File: config.mk
export PLATFORM = sky130hd
export DESIGN_NAME = cdf_accumulate_mc
export DESIGN_NICKNAME = d
export VERILOG_FILES = /design/src/rtl/cdf_pkg.sv /design/src/rtl/cdf_channel_acc.sv /design/src/rtl/cdf_accumulate_mc.sv
export SDC_FILE = /design/constraint.sdc
export NUM_CORES = 1
export LEC_CHECK = 0
export CORE_UTILIZATION = 50
export CTS_BUF_LIST = sky130_fd_sc_hd__clkbuf_8
export DETAILED_ROUTE_END_ITERATION = 6
export PLACE_DENSITY = 0.91
export SLEW_MARGIN = 30
export SYNTH_ARGS = -nofsm -noshare
export SYNTH_HDL_FRONTEND = slang
export SYNTH_SLANG_ARGS = --single-unit
File: constraint.sdc
create_clock -name clock -period 7.7 [get_ports clock]
set_input_delay 1.54 -clock clock [delete_from_list [all_inputs] [get_ports clock]]
set_output_delay 1.54 -clock clock [all_outputs]
set_load 0.05 [all_outputs]
File: src/rtl/cdf_pkg.sv
// Shared types and default widths for the multi-channel CDF accumulator.
package cdf_pkg;

    localparam int DEF_DATA_W = 20;
    localparam int DEF_ADDR_W = 16;

    typedef enum logic [1:0] {
        IDLE = 2'd0,
        RUN  = 2'd1,
        DONE = 2'd2
    } state_t;

endpackage

File: src/rtl/cdf_channel_acc.sv
// One channel of the CDF accumulator: running sum with clamp/wrap, sticky
// overflow flag and capture of the first non-zero cumulative value.
module cdf_channel_acc
    import cdf_pkg::*;
#(
    parameter int DATA_W   = DEF_DATA_W,
    parameter int SATURATE = 1
) (
    input  logic              clock,
    input  logic              reset_n,
    input  logic              clear,
    input  logic              load,
    input  logic              first,
    input  logic [DATA_W-1:0] count,
    output logic [DATA_W-1:0] cdf,
    output logic [DATA_W-1:0] cdf_min,
    output logic              cdf_min_valid,
    output logic              sat_flag
);

    logic [DATA_W:0]   sum;
    logic [DATA_W-1:0] base;
    logic [DATA_W-1:0] res;
    logic              ovf;
    logic              nz;

    // The output register doubles as the accumulator; a frame start adds onto zero.
    always_comb begin
        base = first ? '0 : cdf;
        sum  = {1'b0, base} + {1'b0, count};
        ovf  = sum[DATA_W];
        if (ovf && (SATURATE != 0)) res = '1;
        else                        res = sum[DATA_W-1:0];
        nz   = |res;
    end

    // Update sum, flags and min on each accepted beat; frame start re-seeds flags.
    always_ff @(posedge clock) begin
        if (!reset_n || clear) begin
            cdf           <= '0;
            cdf_min       <= '0;
            cdf_min_valid <= 1'b0;
            sat_flag      <= 1'b0;
        end else if (load) begin
            cdf      <= res;
            sat_flag <= (first ? 1'b0 : sat_flag) | ovf;
            if (first) begin
                // res is zero when nz is low, so min stays 0 for an all-zero bin
                cdf_min_valid <= nz;
                cdf_min       <= res;
            end else if (!cdf_min_valid && nz) begin
                cdf_min_valid <= 1'b1;
                cdf_min       <= res;
            end
        end
    end

endmodule

File: src/rtl/cdf_accumulate_mc.sv
// Multi-channel CDF accumulator top: frame FSM, one-deep output handshake
// register and the address/last pipeline; per-channel math in cdf_channel_acc.
module cdf_accumulate_mc
    import cdf_pkg::*;
#(
    parameter int DATA_W   = DEF_DATA_W,
    parameter int ADDR_W   = DEF_ADDR_W,
    parameter int NUM_CH   = 3,
    parameter int SATURATE = 1
) (
    input  logic                     clock,
    input  logic                     reset_n,
    input  logic                     clear,
    input  logic                     in_valid,
    output logic                     in_ready,
    input  logic [NUM_CH*DATA_W-1:0] in_count,
    input  logic [ADDR_W-1:0]        in_addr,
    input  logic                     in_last,
    output logic                     out_valid,
    input  logic                     out_ready,
    output logic [NUM_CH*DATA_W-1:0] out_cdf,
    output logic [ADDR_W-1:0]        out_addr,
    output logic                     out_last,
    output logic [NUM_CH*DATA_W-1:0] cdf_min,
    output logic [NUM_CH-1:0]        cdf_min_valid,
    output logic [NUM_CH-1:0]        sat_flag,
    output logic                     done
);

    state_t state;
    state_t state_nxt;
    logic   accept;
    logic   first;

    assign in_ready = (!out_valid || out_ready) && !clear;
    assign accept   = in_valid && in_ready;
    // A beat accepted while the previous frame's last beat is leaving the
    // output register starts a new frame even though state is still RUN.
    assign first    = (state != RUN) || (out_valid && out_last);
    assign done     = (state == DONE);

    // State register; reset and clear both return to IDLE.
    always_ff @(posedge clock) begin
        if (!reset_n || clear) state <= IDLE;
        else                   state <= state_nxt;
    end

    // Next state: any accepted beat means a frame is running; the last beat
    // leaving the output with nothing new behind it ends the frame.
    always_comb begin
        state_nxt = state;
        if (accept)
            state_nxt = RUN;
        else if (out_valid && out_ready && out_last)
            state_nxt = DONE;
    end

    // Output valid plus address/last pipeline, held while the consumer stalls.
    always_ff @(posedge clock) begin
        if (!reset_n || clear) begin
            out_valid <= 1'b0;
            out_addr  <= '0;
            out_last  <= 1'b0;
        end else if (accept) begin
            out_valid <= 1'b1;
            out_addr  <= in_addr;
            out_last  <= in_last;
        end else if (out_ready) begin
            out_valid <= 1'b0;
        end
    end

    for (genvar c = 0; c < NUM_CH; c++) begin : g_ch
        cdf_channel_acc #(
            .DATA_W   (DATA_W),
            .SATURATE (SATURATE)
        ) u_acc (
            .clock         (clock),
            .reset_n       (reset_n),
            .clear         (clear),
            .load          (accept),
            .first         (first),
            .count         (in_count[c*DATA_W +: DATA_W]),
            .cdf           (out_cdf[c*DATA_W +: DATA_W]),
            .cdf_min       (cdf_min[c*DATA_W +: DATA_W]),
            .cdf_min_valid (cdf_min_valid[c]),
            .sat_flag      (sat_flag[c])
        );
    end

endmodule

==> results of run 1 <==
==> synth_stat cells, types with 4 or more instances <==
library cell	instances
a21oi_1	49
ha_1	60
dfxtp_1	146
a32oi_1	16
xnor2_1	22
buf_4	6
o211ai_1	10
nor4_1	6
or3_1	5
o21ai_1	18
nand3b_1	4
and2_1	68
o21a_1	11
inv_1	13
nor2b_1	17
a211oi_2	13
a21o_1	19
nor3b_1	4
o21bai_1	5
buf_6	6
o311ai_0	5
mux2i_1	9
clkbuf_1	49
nand3_1	30
nor3_1	30
and3_1	13
a31oi_1	8
nor3_2	4
o21ai_0	67
buf_2	11
nor2_1	67
a211o_1	5
nand2_1	150
xor2_1	16
buf_1	4
nand4_1	12
a211oi_1	23
a22o_1	41
nand2b_1	15
==> path summary, 6_finish.rpt <==
check	from	end	slack [ns]
max	in_count[20]	g_ch[1].u_acc.cdf_min[2]$_SDFFE_PP0P_	2.36
min	g_ch[0].u_acc.cdf_min[19]$_SDFFE_PP0P_	g_ch[0].u_acc.cdf_min[19]$_SDFFE_PP0P_	0.46
max reg2reg	out_last$_SDFFE_PP0P_	g_ch[2].u_acc.cdf_min[9]$_SDFFE_PP0P_	2.90
min reg2reg	g_ch[0].u_acc.cdf_min[19]$_SDFFE_PP0P_	g_ch[0].u_acc.cdf_min[19]$_SDFFE_PP0P_	0.46
==> per-stage QoR <==
step / std cells / hold slack (ns)
floorplan: 1128 / 0.426
global placement: 1513 / 0.435
detailed placement: 1516 / 0.441
CTS: 1548 / 0.452
global route: 1548 / 0.482
finish: 1548 / 0.456
==> flip-flops by register name (all words and copies together) (netlist names) <==
signal                    cells
g_ch.u_acc.cdf               60
g_ch.u_acc.sat_flag           3
out_valid                     1
state                         2
g_ch.u_acc.cdf_min_valid      3
g_ch.u_acc.cdf_min           60
out_last                      1
out_addr                     16
==> layout make-up <==
type / count / area, um2 / area share (%)
timing repair buffer: 237 / 2410 / 20.0
clock buffer: 19 / 262 / 2.17
clock inverter: 13 / 136 / 1.13
multi-input combinational: 891 / 5980 / 49.7
tap: 229 / 287 / 2.38
inverter: 13 / 48.8 / 0.405
sequential: 146 / 2920 / 24.3
==> critical path, delay by kind of cell <==
kind,cells,cell delay (ns)
simple gates,2,0.76
compound gates,8,2.27
buf+inv,1,0.42
fa+ha+maj,2,0.69
==> metal layers <==
layer | GRT usage [%] | share of wire (%)
met1 | 39.6 | 43
met2 | 49.3 | 47
met3 | 5.33 | 7.0
met4 | 11.6 | 2.6
met5 | 0 | 0
==> cells by family after synthesis <==
group	share of synthesized area (%)
xor+xnor	3.58
flops	31.4
buf+inv	4.67
simple gates	23.7
mux	0.969
compound gates	27.0
fa+ha+maj	8.72
==> report_power, final <==
group	switching, mW	internal (mW)	total, mW
clock network	0.309	0.304	0.613
registers	0.0269	0.790	0.817
logic	0.307	0.180	0.487
total	0.643	1.27	1.92
==> out/qor.csv, run 1 <==
metric,value,unit
layout_min_cycle_time,5.34,ns
cts_root_buffer,clkbuf_8,
worst_slew_pin_slew,0.936,ns
grt_pass1_vias,9127,
row_count,49,
synth_cell_types,89,
drt-pass1-iter-count,7,
synth_area_leaders,"dfxtp_1 31%, ha_1 8.1%, nand2_1 6.1%",
finalPower,1.92,mW
crit_fanout,22,
cts_hold_buf,0,
synth-seq-cells,146,
layout_commonest_cell,clkdlybuf4s50_1,
p_leak,4.77,nW
drtAntennaViolNets,0,
die_h,138,um
pre_cts_slack,1.96,ns
hold_viol,0,
violations,DRC,
port_buffers,227,
io_pins,228,
status,"finished, violations left",
finalCritPeriodShare,69.4,%
drcViolationCount,22,
syn2layout_area_growth,29.5,%
clk_path_buf_depth,2,
ir_worst_vdd,0.000113,V
setup_tns,0,ns
synth_flop_cell,dfxtp_1,
syn_nets,1273,
placed_area,0.0116,mm2
path_cells,"clkdlybuf4s50_1, ha_1, fa_1, a211oi_1, o21ai_1, a21boi_0, o221a_2, o21bai_1, a211o_1, nor2_1, a311o_1, nand2_1, a211oi_1",
yosysSeqAreaShare,31.4,%
skew,0.0157,ns
fin_ws,2.36,ns
slowest_stage,a211o_1,
cts_tree,done,
yosys.area.top_type,dfxtp_1,
cts_sinks,146,
end_kind,register,
setup.worst_path.start_class,input port,
nets,1451,
post_cts_resized,0,
slew_headroom,37.6,%
grtUsageTotal,30.2,%
slowest_delay,0.54,ns
hold_depth,2,
vias_per_cell,6.06,
setup-violations-final,0,
required,8.05,ns
p_per_area,159,mW/mm2
max_freq,187,MHz
wl_per_cell,18.8,um
grt_first_pass_wirelength,47000,um
synth_area_per_cell,8.25,um2
max_cap_violations,0,
path_common_cell,a211oi_1,
cp_data_arrival_time,5.69,ns
stdcell_area,0.0120,mm2
antenna_found_initial,0,
synth_edf_count,0,
cts_setup_buffers,0,
reg2regPathDepth,15,
core,0.0181,mm2
async_reset_ff_share,0,%
die_x,138,um
cts_made_buffers,17,
hold_class,reg -> reg,
initial_core_util,51.4,%
clock_latency,0.46,ns
final_cell_mix,"227 x clkdlybuf4s50_1, 150 x nand2_1, 146 x dfxtp_1",
fin_util,66.6,%
syn_inst,1128,
drive_gt1_share,6.75,%
rsz0062_at_grt,no,
gr-total-overflow,0,
dieArea,0.0192,mm2
grt_start_max_net_pins,44,
first_iter_violations,791,
finalWirelength,29200,um
fillerInstances,1415,
place.gp.congestion,0.992,
critPathKind,in -> reg,
synth_warnings,0,
vias,9379,
path_clk_slew,0.08,ns
htreeDepth,4,
insertedDiodeCount,0,
synth_top_area_share,31.4,%
netlist_area,0.00930,mm2
drv_slew,0,
place_hpwl,21600,um
No activity file was read; power rests on OpenSTA's default activity.
==> inputs of run 2 (changes only) <==
- clock period: 7.7 -> 5.4 ns (I/O delays scaled with it)
==> run 2 against run 1 <==
Against the previous run: the run still ends with DRC left; non-clock buffer count grew 10; sequential power grew 42%; worst hold slack lost 0.0085 ns.
==> out/qor.csv, run 2 (synthesis gave the netlist of run 1 again) <==
metric,value,unit,change
status,"finished, violations left",,
violations,DRC,,
hold_ws,0.447,ns,-0.00853 ns
skew,0.0135,ns,-0.00217 ns
drive_gt1_share,7.45,%,+0.70 points
insertedDiodeCount,0,,unchanged
final_cell_mix,"227 x clkdlybuf4s50_1, 150 x nand2_1, 146 x dfxtp_1",,
drv_slew,0,,unchanged
layout_commonest_cell,clkdlybuf4s50_1,,
max_freq,221,MHz,
drtAntennaViolNets,0,,unchanged
path_cells,"clkdlybuf4s50_1, ha_1, fa_1, a211oi_2, o211ai_1, a31oi_1, buf_4, nor4_1, a2111oi_2, nand4_1, nor4b_2, o31ai_4, buf_4, nor2_1, a211oi_1",,
cts_tree,done,,
path_common_cell,buf_4,,
placed_area,0.0117,mm2,+0.17%
port_buffers,227,,unchanged
slew_headroom,40.5,%,+2.9 points
initial_core_util,51.4,%,unchanged
pre_cts_slack,0.463,ns,-1.50 ns
path_clk_slew,0.08,ns,about the same
p_per_area,230,mW/mm2,+45%
grt_pass1_vias,9146,,+0.21%
clock_latency,0.47,ns,about the same
cts_made_buffers,17,,unchanged
htreeDepth,4,,unchanged
vias,9592,,+2.3%
slowest_stage,nor4b_2,,
required,5.71,ns,-2.34 ns
worst_slew_pin_slew,0.893,ns,-0.0434 ns
die_h,138,um,unchanged
finalPower,2.79,mW,+46%
hold_class,reg -> reg,,
critPathKind,in -> reg,,
hold_depth,2,,unchanged
grt_first_pass_wirelength,47200,um,+0.32%
largestRegisters,"g_ch.u_acc.cdf: 60 flops, g_ch.u_acc.cdf_min: 60 flops, out_addr: 16 flops",,
finalCritPeriodShare,83.9,%,
finalWirelength,29200,um,about the same
drcViolationCount,23,,+4.5%
cp_data_arrival_time,4.84,ns,-0.85 ns
cts_sinks,146,,unchanged
first_iter_violations,839,,+6.1%
post_cts_resized,0,,unchanged
fin_util,67.0,%,+0.36 points
place.gp.congestion,0.940,,-5.2%
hold_viol,0,,unchanged
die_x,138,um,unchanged
cts_root_buffer,clkbuf_8,,
crit_fanout,19,,-14%
placed_cells,1525,,+0.59%
layout_min_cycle_time,4.53,ns,
gr-total-overflow,0,,unchanged
place_hpwl,21400,um,-0.99%
drt-pass1-iter-count,7,,unchanged
antenna_found_initial,0,,unchanged
fillerInstances,1444,,+2.0%
wl_per_cell,18.7,um,-0.65%
max_cap_violations,0,,unchanged
vias_per_cell,6.16,,+1.6%
io_pins,228,,unchanged
stdcell_area,0.0121,mm2,+0.54%
ir_worst_vdd,0.000168,V,+48%
clk_path_buf_depth,2,,unchanged
p_leak,4.82,nW,+0.87%
fin_ws,0.867,ns,-1.49 ns
setup_tns,0,ns,unchanged
stdcell_count,1558,,+0.65%
syn2layout_area_growth,30.2,%,
dieArea,0.0192,mm2,unchanged
grt_start_max_net_pins,59,,+34%
core,0.0181,mm2,unchanged
end_kind,register,,
rsz0062_at_grt,no,,
slowest_delay,0.47,ns,-0.07 ns
cts_setup_buffers,0,,unchanged
setup-violations-final,0,,unchanged
nets,1461,,+0.69%
setup.worst_path.start_class,input port,,
grtUsageTotal,30.4,%,+0.19 points
cts_hold_buf,0,,unchanged
reg2regPathDepth,15,,unchanged
row_count,49,,unchanged
[run 2: per-layer routing]
layer / up-vias / share of wire, % / GRT usage (%)
li1: 4511 / - / -
met1: 4554 / 43 / 38.4
met2: 447 / 47 / 51.2
met3: 80 / 7.2 / 5.61
met4: 0 / 3.1 / 11.9
met5: - / 0 / 0
[run 2: cell type report]
class	instances	area (um2)	area share, %
Multi-Input combinational cell	891	5980	49.4
Sequential cell	146	2920	24.1
Timing Repair Buffer	247	2450	20.3
Tap cell	229	287	2.37
Clock buffer	17	234	1.93
Clock inverter	15	181	1.50
Inverter	13	48.8	0.403
[run 2: power by group]
part / switching, mW / internal (mW)
clock: 0.469 / 0.461
combinational: 0.441 / 0.258
sequential: 0.0341 / 1.13
total: 0.944 / 1.85
[run 2: worst max-delay path, delay by kind of cell]
family / cells / cell delay (ns)
AOI/OAI and AO/OA: 6 / 1.35
and+or+nand+nor: 4 / 0.86
buffers and inverters: 3 / 0.86
adders and majority gates: 2 / 0.68
[run 2: final timing paths]
kind,startpoint,endpoint,slack (ns)
setup / recovery,in_count[0],g_ch[0].u_acc.cdf_min[15]$_SDFFE_PP0P_,0.87
hold / removal,g_ch[0].u_acc.cdf_min[4]$_SDFFE_PP0P_,g_ch[0].u_acc.cdf_min[4]$_SDFFE_PP0P_,0.45
setup reg to reg,out_valid$_SDFFE_PP0P_,g_ch[0].u_acc.cdf_min[15]$_SDFFE_PP0P_,0.90
hold reg to reg,g_ch[0].u_acc.cdf_min[4]$_SDFFE_PP0P_,g_ch[0].u_acc.cdf_min[4]$_SDFFE_PP0P_,0.45
==> inputs of run 3 (changes only) <==
- clock period: 5.4 -> 4.29 ns (I/O delays scaled with it)
==> run 3 against run 2 <==
Against the previous run: the flow finishes with violations (DRC, setup timing); non-clock buffer count is 109 higher; first-iteration DRC count is 2.9% higher; sequential share of layout area is 2.0 points lower; highest routed layer unchanged.
==> out/qor.csv, run 3 (synthesis gave the netlist of run 1 again) <==
metric,value,unit,change
layout_min_cycle_time,4.31,ns,
clockPowerShare,30.1,%,-3.2 points
placed_cells,1617,,+6.0%
comb_power_share,28.4,%,+3.3 points
nets,1571,,+7.5%
fin_ws,-0.0178,ns,-0.885 ns
layout_commonest_cell,clkdlybuf4s50_1,,
stdcell_count,1666,,+6.9%
cts_sinks,146,,unchanged
cts_made_buffers,17,,unchanged
die_h,138,um,unchanged
clock_latency,0.46,ns,about the same
place_hpwl,23200,um,+8.4%
required,4.63,ns,-1.08 ns
finalCritPeriodShare,100,%,
hold_depth,2,,unchanged
p_per_area,267,mW/mm2,+16%
violations,"DRC, setup timing",,
drt-pass1-iter-count,7,,unchanged
drcViolationCount,20,,-13%
gr-total-overflow,0,,unchanged
setup_tns,-0.0178,ns,-0.0178 ns
setup-violations-final,1,,+1
grt_start_max_net_pins,77,,+31%
setup.worst_path.start_class,register,,
insertedDiodeCount,0,,unchanged
p_sw_share,33.4,%,-0.40 points
htreeDepth,4,,unchanged
cts_root_buffer,clkbuf_8,,
status,"finished, violations left",,
p_int,2.35,mW,+27%
switchingPower,1.18,mW,+25%
drtAntennaViolNets,0,,unchanged
p_leak,5.43,nW,+13%
wl_per_cell,19.6,um,+4.7%
dieArea,0.0192,mm2,unchanged
reg2regPathDepth,17,,+2
max_cap_violations,0,,unchanged
final_cell_mix,"227 x clkdlybuf4s50_1, 149 x nand2_1, 143 x dfxtp_1",,
grt_first_pass_wirelength,50400,um,+6.7%
hp-start,g_ch[0].u_acc.cdf_min[12]$_SDFFE_PP0P_,,
first_iter_violations,863,,+2.9%
worst_slew_pin_slew,0.969,ns,+0.0756 ns
row_count,49,,unchanged
rr_startpoint,state[0]$_SDFFE_PP0P_,,
end_kind,register,,
vias,10300,,+6.9%
drv_slew,0,,unchanged
die_x,138,um,unchanged
port_buffers,227,,unchanged
finalWirelength,32600,um,+12%
io_pins,228,,unchanged
cp_data_arrival_time,4.65,ns,-0.19 ns
initial_core_util,51.4,%,unchanged
largestRegisters,"g_ch.u_acc.cdf: 60 flops, g_ch.u_acc.cdf_min: 60 flops, out_addr: 16 flops",,
hold_class,reg -> reg,,
critPathKind,reg -> reg,,
crit_fanout,20,,+1
ir_worst_vdd,0.000177,V,+5.4%
seqPwrFrac,41.5,%,about the same
grt_pass1_vias,9800,,+7.2%
syn2layout_area_growth,42.0,%,
path_clk_slew,0.08,ns,about the same
place.gp.congestion,0.961,,+2.2%
skew,0.0130,ns,-0.000507 ns
antenna_found_initial,0,,unchanged
slew_headroom,35.3,%,-5.2 points
hold_viol,0,,unchanged
vias_per_cell,6.16,,about the same
drive_gt1_share,16.1,%,+8.6 points
cts_tree,done,,
max_freq,232,MHz,
grtUsageTotal,32.7,%,+2.3 points
core,0.0181,mm2,unchanged
clk_path_buf_depth,2,,unchanged
critical_path.startpoint,state[0]$_SDFFE_PP0P_,,
run 3: cell types whose count changed in the layout (fill, tap and decap cells not counted), moves of 3 or more:
cell,delta
dfxtp_2,+3
nor3_2,+3
a211oi_2,+8
inv_6,-5
inv_1,+5
dfxtp_1,-3
nor3_1,-3
buf_12,+8
a211oi_1,-8
clkinvlp_4,-4
buf_4,+98
run 3: power groups by stage:
stage	Clock [mW]	Combinational, mW	Sequential [mW]
2_1_floorplan	0	0.352	1.69
3_3_place_gp	0	0.917	1.49
3_5_place_dp	0	0.935	1.49
4_1_cts	1.06	0.946	1.46
5_1_grt	1.14	1.05	1.47
6_report	1.06	1.00	1.46
run 3: metrics by stage:
step | cell area, um2 | hold WS [ns] | power (mW) | utilization, % | setup WS (ns)
final | 13200 | 0.452 | 3.53 | 73.0 | -0.0178
after global routing | 13200 | 0.467 | 3.66 | 73.0 | -0.135
after CTS | 12800 | 0.454 | 3.47 | 71.0 | 0.0381
after detailed placement | 12400 | 0.441 | 2.43 | 68.7 | -0.501
after global placement | 12400 | 0.435 | 2.41 | 68.7 | -0.330
after floorplan | 9300 | 0.426 | 2.05 | - | 0.116
run 3: path summary, 6_finish.rpt:
kind                                                                to  slack (ns)
worst min-delay path            g_ch[0].u_acc.cdf_min[12]$_SDFFE_PP0P_        0.45
worst max-delay path             g_ch[2].u_acc.cdf_min[8]$_SDFFE_PP0P_       -0.02
worst min register to register  g_ch[0].u_acc.cdf_min[12]$_SDFFE_PP0P_        0.45
worst max register to register   g_ch[2].u_acc.cdf_min[8]$_SDFFE_PP0P_       -0.02
run 3: layout make-up:
cell class,count,area [um2]
timing repair buffer,356,3390
clock inverter,11,101
fill,1325,4880
clock buffer,19,262
multi-input combinational,892,6190
tap,229,287
sequential,146,2930
inverter,13,48.8
run 3: what timing repair did:
action	in CTS	in global routing
endpoints found under the setup margin	25	56
gates cloned	0	4
pin swaps	0	26
resized for setup	7	35
hold buffers	0	0
buffers inserted	0	15
run 3: worst max-delay path, cell delays in order (launching register included):
cell,delay [ns]
dfxtp_2,0.34
inv_1,0.06
a211oi_4,0.31
buf_4,0.19
buf_6,0.14
and2_1,0.13
ha_1,0.25
a21o_1,0.23
a31o_4,0.25
o211ai_4,0.22
a21oi_1,0.13
o41ai_1,0.50
xor2_1,0.33
nand4b_1,0.14
buf_4,0.18
o31a_4,0.45
nor3_1,0.26
a211oi_2,0.07
run 3: layer usage:
layer	GRT usage, %	share of wire, %	vias to the layer above
met1	41.2	40	4880
met2	55.6	48	554
met3	4.64	7.9	106
met5	0	0	-
met4	14.2	3.5	0
li1	-	-	4717
==> patch (flow settings as in run 2) <==
`DEF_ADDR_W`: 16 -> 17.
--- a/src/rtl/cdf_pkg.sv
+++ b/src/rtl/cdf_pkg.sv
@@ -2,7 +2,7 @@
 package cdf_pkg;
 
     localparam int DEF_DATA_W = 20;
-    localparam int DEF_ADDR_W = 16;
+    localparam int DEF_ADDR_W = 17;
 
     typedef enum logic [1:0] {
         IDLE = 2'd0,
Ports: changed (resized in_addr and out_addr); port bits go from 228 to 230. No check against the original RTL was run, so the function may have changed too.
==> patch against run 2 <==
Synthesized area rose by 1.8%; worst setup slack worse by 0.024 ns; via count is 4.8% higher; synthesized cell count up 2.5%; power shrank 5.3%; largest cell class unchanged; wire length rose by 4.3%; sequential cell count is 1 higher; cell area increased by 1.4%; sequential share of layout area fell by 0.17 points; register-to-register slack worse by 0.06 ns; worst hold slack better by 0.015 ns; die area up 1.7%; critical endpoint is now g_ch[1].u_acc.cdf_min_valid$_SDFFE_PP0P_.
==> patch: results (changes against run 2) <==
DESIGN.FINAL.NETS=1489  # was 1,461
DP_WORST_SETUP_SLACK_NS=0.4615  # was 0.4634 ns
WORST-PATH-MAX-FANOUT=29  # was 19
DRIVE_ABOVE_1_SHARE_PCT=5.973  # was 7.449%
GRT_PASS1_WL_MM=48.31  # was 47.20 mm
CLOCK_TREE_SKEW_AFTER_FINAL_LAYOUT_NS=0.01405  # was 0.01352 ns
FIRSTDRTPASSITERS=6  # was 7
TIMING_WORST_SLEW_PIN_VALUE_NS=0.9550  # was 0.8931 ns
GPL.FINAL_WEIGHTED_CONGESTION=0.9443  # was 0.9398
GRT_START_MAX_NET_PINS=63  # was 59
POST_SYNTH_NET_TOTAL=1302  # was 1,273
DETAILED_PLACE_HPWL_MM=22.20  # was 21.39 mm
SYNTH.YOSYS.SEQ_AREA_SHARE_PCT=31.09  # was 31.42%
PLACE_AREA_SQ_MM=0.01190  # was 0.01167 sq mm
GRTUSAGETOTAL_PCT=30.76  # was 30.39%
CTS_ROOT_BUF='clkbuf_8'  # unchanged
SYNTH-ADDER-AREA-SHARE_PCT=8.565  # was 8.717%
SYNTH.TOP_CELLS.BY_COUNT='dfxtp_1 (147), a21oi_1 (114), nand2_1 (99), o21ai_0 (74), and2_1 (67)'  # was nand2_1 (150), dfxtp_1 (146), and2_1 (68), nor2_1 (67), o21ai_0 (67)
R2R_SLACK_NS=0.84  # was 0.90 ns
INTERNAL_POWER_mW=1.760  # was 1.846 mW
YOSYSUNIQUECELLTYPES=73  # was 89
VIAS_PER_CELL=6.341  # was 6.157
SYNTH_COMPOUND_AREA_SHARE_PCT=32.91  # was 26.96%
DRT-WIRELENGTH-PER-CELL_UM=19.19  # was 18.72 um
LARGEST_REGISTERS='g_ch.u_acc.cdf x60, g_ch.u_acc.cdf_min x60, out_addr x17'  # was g_ch.u_acc.cdf x60, g_ch.u_acc.cdf_min x60, out_addr x16
SETUP.WORST_PATH.CLASS='reg2reg'  # was in2reg
STARTPOINT_TYPE='flip-flop'  # was input port
PORT_BUFFERS=229  # was 227
INITIALDRTVIOLATIONCOUNT=1082  # was 839
FMAX_MHz=219.5  # was 220.6 MHz
GRT_PASS1_VIAS=9379  # was 9,146
OUTCOME='complete, no violations'  # was finished with violations
[patch: metrics by stage]
step                hold WS (ns)  instances
finish                    0.4620       1585
global route              0.4750       1585
CTS                       0.4597       1585
detailed placement        0.4473       1553
global placement          0.4425       1553
floorplan                 0.4473       1156
[patch: cells by family after synthesis]
group / after synthesis
buf+inv: 101
xor+xnor: 42
compound gates: 458
simple gates: 339
mux: 6
flops: 147
fa+ha+maj: 63
[patch: worst paths after layout]
check,from,to,cells after the start
hold reg to reg,g_ch[0].u_acc.cdf[1]$_SDFFE_PP0P_,g_ch[0].u_acc.cdf[1]$_SDFFE_PP0P_,2
setup / recovery,out_valid$_SDFFE_PP0P_,g_ch[1].u_acc.cdf_min_valid$_SDFFE_PP0P_,14
setup reg to reg,out_valid$_SDFFE_PP0P_,g_ch[1].u_acc.cdf_min_valid$_SDFFE_PP0P_,14
hold / removal,g_ch[0].u_acc.cdf[1]$_SDFFE_PP0P_,g_ch[0].u_acc.cdf[1]$_SDFFE_PP0P_,2
[patch: cell type report]
cell class	instances	area [sq um]	area share (%)
multi-input cells	908	6141	50.02
inverters	21	78.83	0.6420
flip-flops and latches	147	2943	23.97
clock buffers	20	275.3	2.242
repair buffers	248	2447	19.93
well taps	229	286.5	2.334
clock inverters	12	106.4	0.8662
[patch: worst max-delay path: stages (launching register included)]
cell	delay, ns
dfxtp_1	0.37
a211oi_4	0.45
buf_4	0.38
and2_1	0.22
ha_1	0.25
a211oi_1	0.26
o21bai_1	0.23
a211oi_1	0.61
o21ai_0	0.20
xor2_1	0.20
nor4b_1	0.31
and4bb_1	0.42
buf_4	0.27
a2bb2oi_1	0.18
nor2_1	0.06
[patch: power groups by stage]
stage	combinational [mW]	sequential (mW)	clock (mW)
CTS	0.630	1.16	0.853
global route	0.676	1.16	0.903
detailed placement	0.627	1.18	0
finish	0.637	1.16	0.847
global placement	0.617	1.18	0
floorplan	0.269	1.30	0
[patch: layer usage]
metal | up-vias | share of wire (%) | track usage [%]
met3 | 68 | 9.1 | 5.953
met2 | 541 | 47 | 49.56
li1 | 4715 | - | -
met5 | - | 0 | 0
met4 | 0 | 2.5 | 10.29
met1 | 4726 | 42 | 41.19
